<file path="src/rtl/fp_add_pkg.sv">
// Shared types and constants for the FP adder control path.
// Contents: state_t (sequencer states), EXP_W / MANT_W widths, exp_abs_diff helper.
package fp_add_pkg;

    localparam int unsigned EXP_W  = 8;
    localparam int unsigned MANT_W = 24;

    typedef enum logic [2:0] {
        IDLE,
        DIFF,
        SHIFT,
        ADD,
        NORM,
        DONE
    } state_t;

    // Unsigned |a - b| without wrap.
    function automatic logic [EXP_W-1:0] exp_abs_diff(input logic [EXP_W-1:0] a,
                                                      input logic [EXP_W-1:0] b);
        return (a >= b) ? (a - b) : (b - a);
    endfunction

endpackage

</file>
<file path="src/rtl/align_counter.sv">
// Alignment down counter: loads a shift amount, decrements on request, holds at zero.
// Ports: clk, rst (sync, active-high), load/load_val, dec, count (registered), zero_c (comb).
module align_counter #(
    parameter int unsigned CNT_W = 5
) (
    input  logic             clk,
    input  logic             rst,
    input  logic             load,
    input  logic [CNT_W-1:0] load_val,
    input  logic             dec,
    output logic [CNT_W-1:0] count,
    output logic             zero_c
);

    assign zero_c = (count == '0);

    // Load wins over decrement; decrement saturates at zero.
    always_ff @(posedge clk) begin
        if (rst) begin
            count <= '0;
        end else if (load) begin
            count <= load_val;
        end else if (dec && !zero_c) begin
            count <= count - CNT_W'(1);
        end
    end

endmodule

</file>
<file path="src/rtl/fp_align_sequencer.sv">
// Control sequencer for the FP adder datapath: exponent compare, alignment shift
// stepping, add strobe and post-add normalization stepping. All outputs registered.
// Ports: Clk, Reset (sync, active-high), Start, ExpA/ExpB, SumCarry/SumMsb/SumZero in;
//        Busy, Swap, ShiftCount, ShiftEn, AddEn, NormRight, NormLeft, Done out.
// Build option: define ALIGN_SKIP_EN to bypass SHIFT when the alignment count is zero.
module fp_align_sequencer
    import fp_add_pkg::*;
#(
    parameter int unsigned CNT_W      = 5,
    parameter int unsigned MAX_SHIFT  = 25,
    parameter int unsigned NORM_LIMIT = MANT_W
) (
    input  logic             Clk,
    input  logic             Reset,
    input  logic             Start,
    input  logic [EXP_W-1:0] ExpA,
    input  logic [EXP_W-1:0] ExpB,
    input  logic             SumCarry,
    input  logic             SumMsb,
    input  logic             SumZero,
    output logic             Busy,
    output logic             Swap,
    output logic [CNT_W-1:0] ShiftCount,
    output logic             ShiftEn,
    output logic             AddEn,
    output logic             NormRight,
    output logic             NormLeft,
    output logic             Done
);

    localparam int unsigned NCNT_W = $clog2(NORM_LIMIT + 1);

    state_t            state, next_state;
    logic [CNT_W-1:0]  diff_q, diff_sat_c;
    logic [EXP_W-1:0]  diff_raw_c;
    logic [NCNT_W-1:0] left_cnt_q;
    logic              norm_first_q, right_pend_q;
    logic              accept_c, carry_hit_c, left_ok_c;
    logic              cnt_load_c, cnt_dec_c, cnt_zero_c;
    logic              busy_c, shift_en_c, add_en_c, norm_right_c, norm_left_c, done_c;

    // Start is taken only when fully idle, including the Done cycle (Busy still high).
    assign accept_c = (state == IDLE) && !Busy && Start;

    // Saturated exponent difference; anything beyond MAX_SHIFT flushes the mantissa anyway.
    assign diff_raw_c = exp_abs_diff(ExpA, ExpB);
    assign diff_sat_c = (diff_raw_c > EXP_W'(MAX_SHIFT)) ? CNT_W'(MAX_SHIFT) : CNT_W'(diff_raw_c);

    // Normalization decisions; carry only matters on the first NORM cycle.
    assign carry_hit_c = norm_first_q && SumCarry;
    assign left_ok_c   = !SumMsb && (left_cnt_q < NCNT_W'(NORM_LIMIT));

    assign cnt_load_c = (state == DIFF);
    assign cnt_dec_c  = (state == SHIFT);

    align_counter #(
        .CNT_W(CNT_W)
    ) u_align_counter (
        .clk     (Clk),
        .rst     (Reset),
        .load    (cnt_load_c),
        .load_val(diff_q),
        .dec     (cnt_dec_c),
        .count   (ShiftCount),
        .zero_c  (cnt_zero_c)
    );

    // State register.
    always_ff @(posedge Clk) begin
        if (Reset) begin
            state <= IDLE;
        end else begin
            state <= next_state;
        end
    end

    // Next-state logic.
    always_comb begin
        next_state = state;
        case (state)
            IDLE:  if (accept_c) next_state = DIFF;
`ifdef ALIGN_SKIP_EN
            DIFF:  next_state = (diff_q == '0) ? ADD : SHIFT;
`else
            DIFF:  next_state = SHIFT;
`endif
            SHIFT: if (ShiftCount <= CNT_W'(1)) next_state = ADD;
            ADD:   next_state = NORM;
            NORM: begin
                if (right_pend_q || SumZero)   next_state = DONE;
                else if (carry_hit_c)          next_state = NORM;
                else if (left_ok_c)            next_state = NORM;
                else                           next_state = DONE;
            end
            DONE:    next_state = IDLE;
            default: next_state = IDLE;
        endcase
    end

    // Output decode, registered below.
    always_comb begin
        busy_c       = (state != IDLE);
        shift_en_c   = (state == SHIFT) && !cnt_zero_c;
        add_en_c     = (state == ADD);
        norm_right_c = 1'b0;
        norm_left_c  = 1'b0;
        done_c       = (state == DONE);
        if ((state == NORM) && !right_pend_q && !SumZero) begin
            norm_right_c = carry_hit_c;
            norm_left_c  = !carry_hit_c && left_ok_c;
        end
    end

    // Output registers and operation context.
    always_ff @(posedge Clk) begin
        if (Reset) begin
            Busy         <= 1'b0;
            Swap         <= 1'b0;
            ShiftEn      <= 1'b0;
            AddEn        <= 1'b0;
            NormRight    <= 1'b0;
            NormLeft     <= 1'b0;
            Done         <= 1'b0;
            diff_q       <= '0;
            left_cnt_q   <= '0;
            norm_first_q <= 1'b0;
            right_pend_q <= 1'b0;
        end else begin
            Busy         <= busy_c;
            ShiftEn      <= shift_en_c;
            AddEn        <= add_en_c;
            NormRight    <= norm_right_c;
            NormLeft     <= norm_left_c;
            Done         <= done_c;
            norm_first_q <= (state == ADD);
            right_pend_q <= norm_right_c;
            if (accept_c) begin
                Swap   <= (ExpB > ExpA);
                diff_q <= diff_sat_c;
            end
            if (state == ADD) begin
                left_cnt_q <= '0;
            end else if (norm_left_c) begin
                left_cnt_q <= left_cnt_q + NCNT_W'(1);
            end
        end
    end

endmodule

</file>
<file path="config.mk">
export PLATFORM = sky130hd
export DESIGN_NAME = fp_align_sequencer
export DESIGN_NICKNAME = d
export VERILOG_FILES = /design/src/rtl/fp_add_pkg.sv /design/src/rtl/align_counter.sv /design/src/rtl/fp_align_sequencer.sv
export SDC_FILE = /design/constraint.sdc
export NUM_CORES = 1
export LEC_CHECK = 0
export ABC_CLOCK_PERIOD_IN_PS = 3100
export CORE_ASPECT_RATIO = 2
export CORE_UTILIZATION = 53
export DETAILED_ROUTE_END_ITERATION = 6
export PLACE_DENSITY_LB_ADDON = 0.08
export SYNTH_ARGS = -nofsm -noshare
export SYNTH_HDL_FRONTEND = slang
export SYNTH_SLANG_ARGS = --single-unit
</file>
<file path="constraint.sdc">
create_clock -name Clk -period 3.1 [get_ports Clk]
set_clock_uncertainty 0.05 [all_clocks]
set_input_delay 0.62 -clock Clk [delete_from_list [all_inputs] [get_ports Clk]]
set_output_delay 0.62 -clock Clk [all_outputs]
set_load 0.1 [all_outputs]
</file>
; ---- Yosys cells after proc, flatten, opt, wreduce, memory -nomap -nowiden
; Index checks and enable logic that the tools add are counted.
[op_classes]
n_eq_ne = 7
n_reduce_logical = 22
order_cmp = 5
bitwise = 1
mux = 11
n_addsub = 4
[ops]
columns = cell, count
row1 = subtractor 8 bit, 2
row2 = 2-to-1 mux 5 bit, 3
row3 = one-hot mux 3 bit (5 select lines), 1
row4 = >= comparator 8 bit, 1
row5 = greater-than comparator 8 x 5 -> 1 bit (second input constant), 1
row6 = greater-than comparator 8 bit, 1
row7 = logical AND 1 bit, 8
row8 = 2-to-1 mux 8 bit, 1
row9 = == test 3 x 2 -> 1 bit (second input constant), 2
row10 = == test 3 bit (second input constant), 2
row11 = logical NOT 1 bit, 6
row12 = 2-to-1 mux 3 bit, 2
row13 = adder 5 x 1 -> 5 bit (second input constant), 1
row14 = less-or-equal comparator 5 x 1 -> 1 bit (second input constant), 1
row15 = logical NOT 5 bit, 1
row16 = < comparator 5 bit (second input constant), 1
row17 = subtractor 5 x 1 -> 5 bit (second input constant), 1
row18 = 2-to-1 mux 1 bit, 4
row19 = != test 2 bit (second input constant), 2
row20 = OR reduction 2 bit, 2
row21 = == test 3 x 1 -> 1 bit (second input constant), 1
row22 = logical NOT 3 bit, 1
row23 = nonzero test 3 bit, 1
row24 = AND reduction 2 bit, 1
row25 = 3 further kinds, 3
[word_totals]
word_cells = 61
register_bits = 25
in_bits = 22
output_inout_bits = 12

; ---- Depth between registers and ports, before layout
; Gate-level depths: netlist (run 1).
[depth]
word_depth = 6
depth_mapped = 12
ltp_nobuf = 11

; ---- Modules after synthesis
; A second synthesis (run 1) with hierarchy kept.
[unflattened]
hier_cells = 266
area_unflattened_um2 = 2172.1
[by_module_without_submodules]
columns = mod, instances, area_each_um2, cells_per_inst, seq_area_each_um2
row1 = fp_align_sequencer, 1, 1845.5, 229, 400.4
row2 = align_counter, 1, 326.6, 37, 100.1

; ---- Least setup slack after synthesis (run 1)
; Ideal clock, no wire load.
[synth_path]
path_type = in2reg
start = input ExpB[0]
end = register diff_q[0]
n_path_buf = 0
stages = 11
setup_time_ps = 135
setup_slack_ps = 271
t_arrival_ps = 2645
t_required_ps = 2915
cell_sequence = inv_1 -> ha_1 -> fa_1 -> nand2b_1 -> a21oi_1 -> nor4_1 -> a311o_1 -> nor4_2 -> a311oi_2 -> nor3_2 -> a311oi_1
[synth_between]
elab_chain_len = 4
elab_cells_between_ends = 6
classes_between = 2 x add/sub / 2 x order compare / 2 x mux
[synth_rtl]
columns = element, line
row1 = "start, declared", fp_align_sequencer.sv:17  ; input logic [EXP_W-1:0] ExpB,
row2 = subtractor 8 bit / >= comparator 8 bit (equally long branches), fp_add_pkg.sv:20  ; return (a >= b) ? (a - b) : (b - a);
row3 = 2-to-1 mux 8 bit *, fp_add_pkg.sv:20
row4 = greater-than comparator 8 x 5 -> 1 bit, fp_align_sequencer.sv:47  ; assign diff_sat_c = (diff_raw_c > EXP_W'(MAX_SHIFT)) ? CNT_W'(MAX_SHIFT) : CNT_W'(diff_raw_c);
row5 = 2-to-1 mux 5 bit *, fp_align_sequencer.sv:47
row6 = "end signal, assigned", fp_align_sequencer.sv:139  ; diff_q <= diff_sat_c;
row7 = "end, declared", fp_align_sequencer.sv:34  ; logic [CNT_W-1:0] diff_q, diff_sat_c;
; Mark *: on every way between the ends. The rest lies on a longest branch, timed or not.
; A chain may end at the register's enable or synchronous reset.

; ---- Worst setup path in the final report (run 1)
; Ends and elaborated chain as after synthesis.

==> results of run 1 <==
[stage by stage]
| step | util, % | setup TNS (ns) | hold slack (ns) |
|---|---|---|---|
| 5_1_grt | 77.7 | -0.00738 | 0.439 |
| 6_report | 77.7 | 0 | 0.416 |
| 2_1_floorplan | - | 0 | 0.391 |
| 3_3_place_gp | 72.1 | -1.47 | 0.399 |
| 3_5_place_dp | 72.1 | -1.77 | 0.410 |
| 4_1_cts | 74.0 | 0 | 0.422 |
[final cells by class]
| cell class | count | area, µm² | area share [%] |
|---|---|---|---|
| Clock buffer | 3 | 41.3 | 1.47 |
| Clock inverter | 1 | 5.00 | 0.178 |
| Inverter | 20 | 75.1 | 2.68 |
| Multi-Input combinational cell | 196 | 1510 | 53.9 |
| Sequential cell | 25 | 500 | 17.8 |
| Tap cell | 49 | 61.3 | 2.19 |
| Timing Repair Buffer | 74 | 609 | 21.7 |
[cell usage after synthesis, drive strengths merged (3+ instances only)]
cell	count	share of area, %
inv	20	3.7
nor3b	3	1.1
a311oi	3	1.6
and2	3	1.1
nor4	5	1.9
nor2	34	6.4
nand3	5	1.2
dfxtp	25	25
buf	6	2.0
ha	20	12
a21oi	23	5.9
o21ai	10	2.7
xor2	7	3.1
mux2i	3	1.5
a211oi	4	1.5
a21o	3	1.1
nor3	9	2.5
nand2b	6	1.9
nand2	14	2.6
nor2b	4	1.2
clkbuf	5	0.94
[sequential cells by signal, indices dropped and copies added, names as in the netlist]
signal and cells:
u_align_counter.count 5, ShiftEn 1, Busy 1, NormLeft 1, norm_first_q 1, state 3
Swap 1, left_cnt_q 5, diff_q 5, right_pend_q 1, Done 1
[report_power, final]
group,leakage (nW),internal [W],switching [W]
logic,0.997,0.000305,0.000479
registers,0.203,0.000371,0.0000637
clock network,0.0255,0.0000900,0.000102
total,1.23,0.000766,0.000645
[cells by family after synthesis]
group	share of synthesized area, %
adders and majority gates	14.5
DFF	25.0
xor gates and xnor gates	3.93
buffers and inverters	6.68
AOI/OAI and AO/OA	23.3
and+or+nand+nor	24.6
muxes	2.06
[path summary, 6_finish.rpt]
check | from | to | slack (ns)
max | ExpB[0] | diff_q[0]$_SDFFE_PP0P_ | 0.1
max reg2reg | state[0]$_SDFFE_PP0P_ | u_align_counter.count[2]$_SDFFE_PP0P_ | 1.16
min | Swap$_SDFFE_PP0P_ | Swap$_SDFFE_PP0P_ | 0.42
min reg2reg | Swap$_SDFFE_PP0P_ | Swap$_SDFFE_PP0P_ | 0.42
[routing by layer]
layer | track usage (%) | vias up
met3 | 1.82 | 24
met4 | 14.6 | 0
met1 | 24.2 | 976
met5 | 0 | -
met2 | 52.7 | 60
li1 | - | 1035
[worst register-to-register path, stage by stage, from the launching register on]
cell and delay, ns:
sky130_fd_sc_hd__dfxtp_1 0.51, sky130_fd_sc_hd__nor3b_1 0.69, sky130_fd_sc_hd__nor2_1 0.21, sky130_fd_sc_hd__nor2_1 0.15
sky130_fd_sc_hd__a21oi_1 0.07, sky130_fd_sc_hd__a21oi_1 0.12, sky130_fd_sc_hd__nor2_1 0.05
[repair_timing]
item / 4_1_cts / 5_1_grt
endpoints found under the setup margin: 5 / 5
buffers inserted: 0 / 2
pin swaps: 3 / 12
resized for setup: 7 / 23
hold endpoints to repair: 0 / 0
==> metrics.txt, run 1 <==
# TYPE chip_impl_metric gauge
chip_impl_info{name="path_cells",value="clkdlybuf4s50_1 > buf_4 > ha_2 > fa_2 > nand2b_4 > o2bb2ai_4 > a21oi_4 > buf_4 > a2111oi_4 > a21oi_1 > xor2_1 > nor3_2 > a311oi_2"} 1
chip_impl_info{name="synth-main-ff-cell",value="sky130_fd_sc_hd__dfxtp_1"} 1
chip_impl_metric{name="syn-cell-area",unit="µm²"} 2010
chip_impl_info{name="critical_path.top_delay_family",value="compound AO/OA/AOI/OAI gates"} 1
chip_impl_metric{name="initialDrtViolationCount",unit=""} 33
chip_impl_metric{name="period_share",unit="%"} 96.8
chip_impl_metric{name="power_density",unit="nW/µm²"} 503
chip_impl_metric{name="timing.final.crit_period",unit="ns"} 3.00
chip_impl_metric{name="syn_area_per_cell",unit="µm²"} 7.96
chip_impl_metric{name="timing.slew.headroom",unit="%"} 48.0
chip_impl_metric{name="first_global_vias",unit=""} 1955
chip_impl_metric{name="portbufs",unit=""} 33
chip_impl_info{name="slowest_stage",value="sky130_fd_sc_hd__clkdlybuf4s50_1"} 1
chip_impl_metric{name="die_w",unit="µm"} 45.5
chip_impl_metric{name="grt_antenna_before_repair",unit=""} 0
chip_impl_metric{name="overall_power",unit="W"} 0.00141
chip_impl_metric{name="ios",unit=""} 34
chip_impl_metric{name="met2_length",unit="mm"} 2.95
chip_impl_metric{name="antenna-diode-count",unit=""} 0
chip_impl_metric{name="final_max_slew_viol_count",unit=""} 0
chip_impl_metric{name="drive_gt1_share",unit="%"} 27.3
chip_impl_metric{name="synth-seq-cells",unit=""} 25
chip_impl_metric{name="mappedNetlistNets",unit=""} 296
chip_impl_metric{name="detailedPlacementHpwl",unit="mm"} 4.01
chip_impl_info{name="criticalPathCategory",value="primary input to flop"} 1
chip_impl_metric{name="seq_area_frac_synth",unit="%"} 25.0
chip_impl_metric{name="placement_rows",unit=""} 31
chip_impl_metric{name="starting_density_of_the_core",unit="%"} 55.6
chip_impl_metric{name="gpl.final_weighted_congestion",unit=""} 0.924
chip_impl_metric{name="post_synth_num_cell_types",unit=""} 61
chip_impl_metric{name="route.detailed.wl_per_inst",unit="µm"} 13.9
chip_impl_metric{name="ys.warnings.count",unit=""} 0
chip_impl_metric{name="cellLeakagePower",unit="nW"} 1.23
chip_impl_metric{name="hold-path-cell-count",unit=""} 2
chip_impl_info{name="ctsRootBufferMaster",value="sky130_fd_sc_hd__clkbuf_8"} 1
chip_impl_info{name="status",value="completed"} 1
chip_impl_metric{name="filler_cell_count",unit=""} 266
chip_impl_metric{name="vdd_drop_max",unit="V"} 0.000324
chip_impl_metric{name="cts_max_level",unit=""} 1
chip_impl_info{name="crit_start_category",value="primary input"} 1
chip_impl_metric{name="final_area",unit="µm²"} 2800
chip_impl_metric{name="netlist_instances",unit=""} 252
chip_impl_metric{name="worst_path_largest_cell_delay",unit="ns"} 0.43
chip_impl_metric{name="layout.cells.non_filler",unit=""} 368
chip_impl_info{name="layout_commonest_cell",value="sky130_fd_sc_hd__buf_4"} 1
chip_impl_metric{name="grt.total_usage",unit="%"} 26.5
chip_impl_info{name="tritoncts",value="yes"} 1
chip_impl_metric{name="final-setup-viol-count",unit=""} 0
chip_impl_info{name="layout.cells.most_common_list",value="sky130_fd_sc_hd__buf_4, sky130_fd_sc_hd__nor2_1, sky130_fd_sc_hd__dfxtp_1"} 1
chip_impl_metric{name="fp.dieH",unit="µm"} 89.0
chip_impl_info{name="dr.max_layer_used",value="met4"} 1
chip_impl_metric{name="path_clk_slew",unit="ns"} 0.08
chip_impl_metric{name="maximum_number_of_pins_on_one_net_before_global_route_repair",unit=""} 15
chip_impl_metric{name="total_congestion_overflow_after_global_routing",unit=""} 0
chip_impl_metric{name="critical_path_peak_fanout",unit=""} 4
chip_impl_info{name="worst_setup_path_end_kind",value="flop"} 1
chip_impl_metric{name="timing.critical_path.depth",unit=""} 13
chip_impl_metric{name="arrival",unit="ns"} 3.14
chip_impl_metric{name="nets",unit=""} 364
chip_impl_metric{name="clock.fmax",unit="MHz"} 333
chip_impl_metric{name="drv.max_cap_violation_count",unit=""} 0
chip_impl_metric{name="floorplan.die_area",unit="µm²"} 4050
chip_impl_metric{name="met1Wirelength",unit="mm"} 1.81
chip_impl_info{name="crit_path_frequent_cell",value="sky130_fd_sc_hd__buf_4"} 1
chip_impl_metric{name="drtAntennaViolNets",unit=""} 0
chip_impl_metric{name="avgViaCountPerCell",unit=""} 5.69
chip_impl_metric{name="synth-edff-count",unit=""} 0
chip_impl_metric{name="placedCellCount",unit=""} 362
chip_impl_metric{name="clkLatencyLatePin",unit="ns"} 0.27
chip_impl_metric{name="drtPass1Iterations",unit=""} 5
chip_impl_metric{name="rr_worst_depth",unit=""} 6
chip_impl_metric{name="clock_tree.buffer_depth",unit=""} 2
chip_impl_metric{name="vias",unit=""} 2095
chip_impl_metric{name="synth_async_sr_flop_share",unit="%"} 0
chip_impl_metric{name="placement.cell_area",unit="µm²"} 2600
chip_impl_metric{name="growth_of_design_area_from_synthesis_to_finish",unit="%"} 39.8
chip_impl_metric{name="route.detailed.drc",unit=""} 0
chip_impl_metric{name="cp_data_required_time",unit="ns"} 3.24
chip_impl_metric{name="tightestPinTransition",unit="ns"} 0.778
chip_impl_metric{name="holdBufCountCts",unit=""} 0
chip_impl_metric{name="cp.buffers_inverters",unit=""} 3
chip_impl_metric{name="total_wire_length_after_detailed_routing",unit="mm"} 5.13
chip_impl_metric{name="cts_sinks",unit=""} 25
chip_impl_metric{name="wl_met3",unit="µm"} 125
chip_impl_metric{name="final_hold_violating_endpoints",unit=""} 0
chip_impl_metric{name="grt_first_pass_wirelength",unit="mm"} 7.98
chip_impl_metric{name="numCtsBuffers",unit=""} 3
chip_impl_metric{name="design.core.area",unit="µm²"} 3610
chip_impl_info{name="min_path_type",value="flop to flop"} 1
chip_impl_metric{name="dpl_worst_slack",unit="ns"} -0.392
chip_impl_metric{name="final_critical_path_setup_slack",unit="ns"} 0.0982
(Power assumes the default switching activity.)
==> run 2: changes to the inputs <==
--- a/config.mk
+++ b/config.mk
@@ -8,6 +8,7 @@
 export ABC_CLOCK_PERIOD_IN_PS = 3100
 export CORE_ASPECT_RATIO = 2
 export CORE_UTILIZATION = 53
+export CTS_CLUSTER_DIAMETER = 40
 export DETAILED_ROUTE_END_ITERATION = 6
 export PLACE_DENSITY_LB_ADDON = 0.08
 export SYNTH_ARGS = -nofsm -noshare
==> results of run 2 <==
Same layout as run 1: the final DEF is identical, and so are final timing and power.
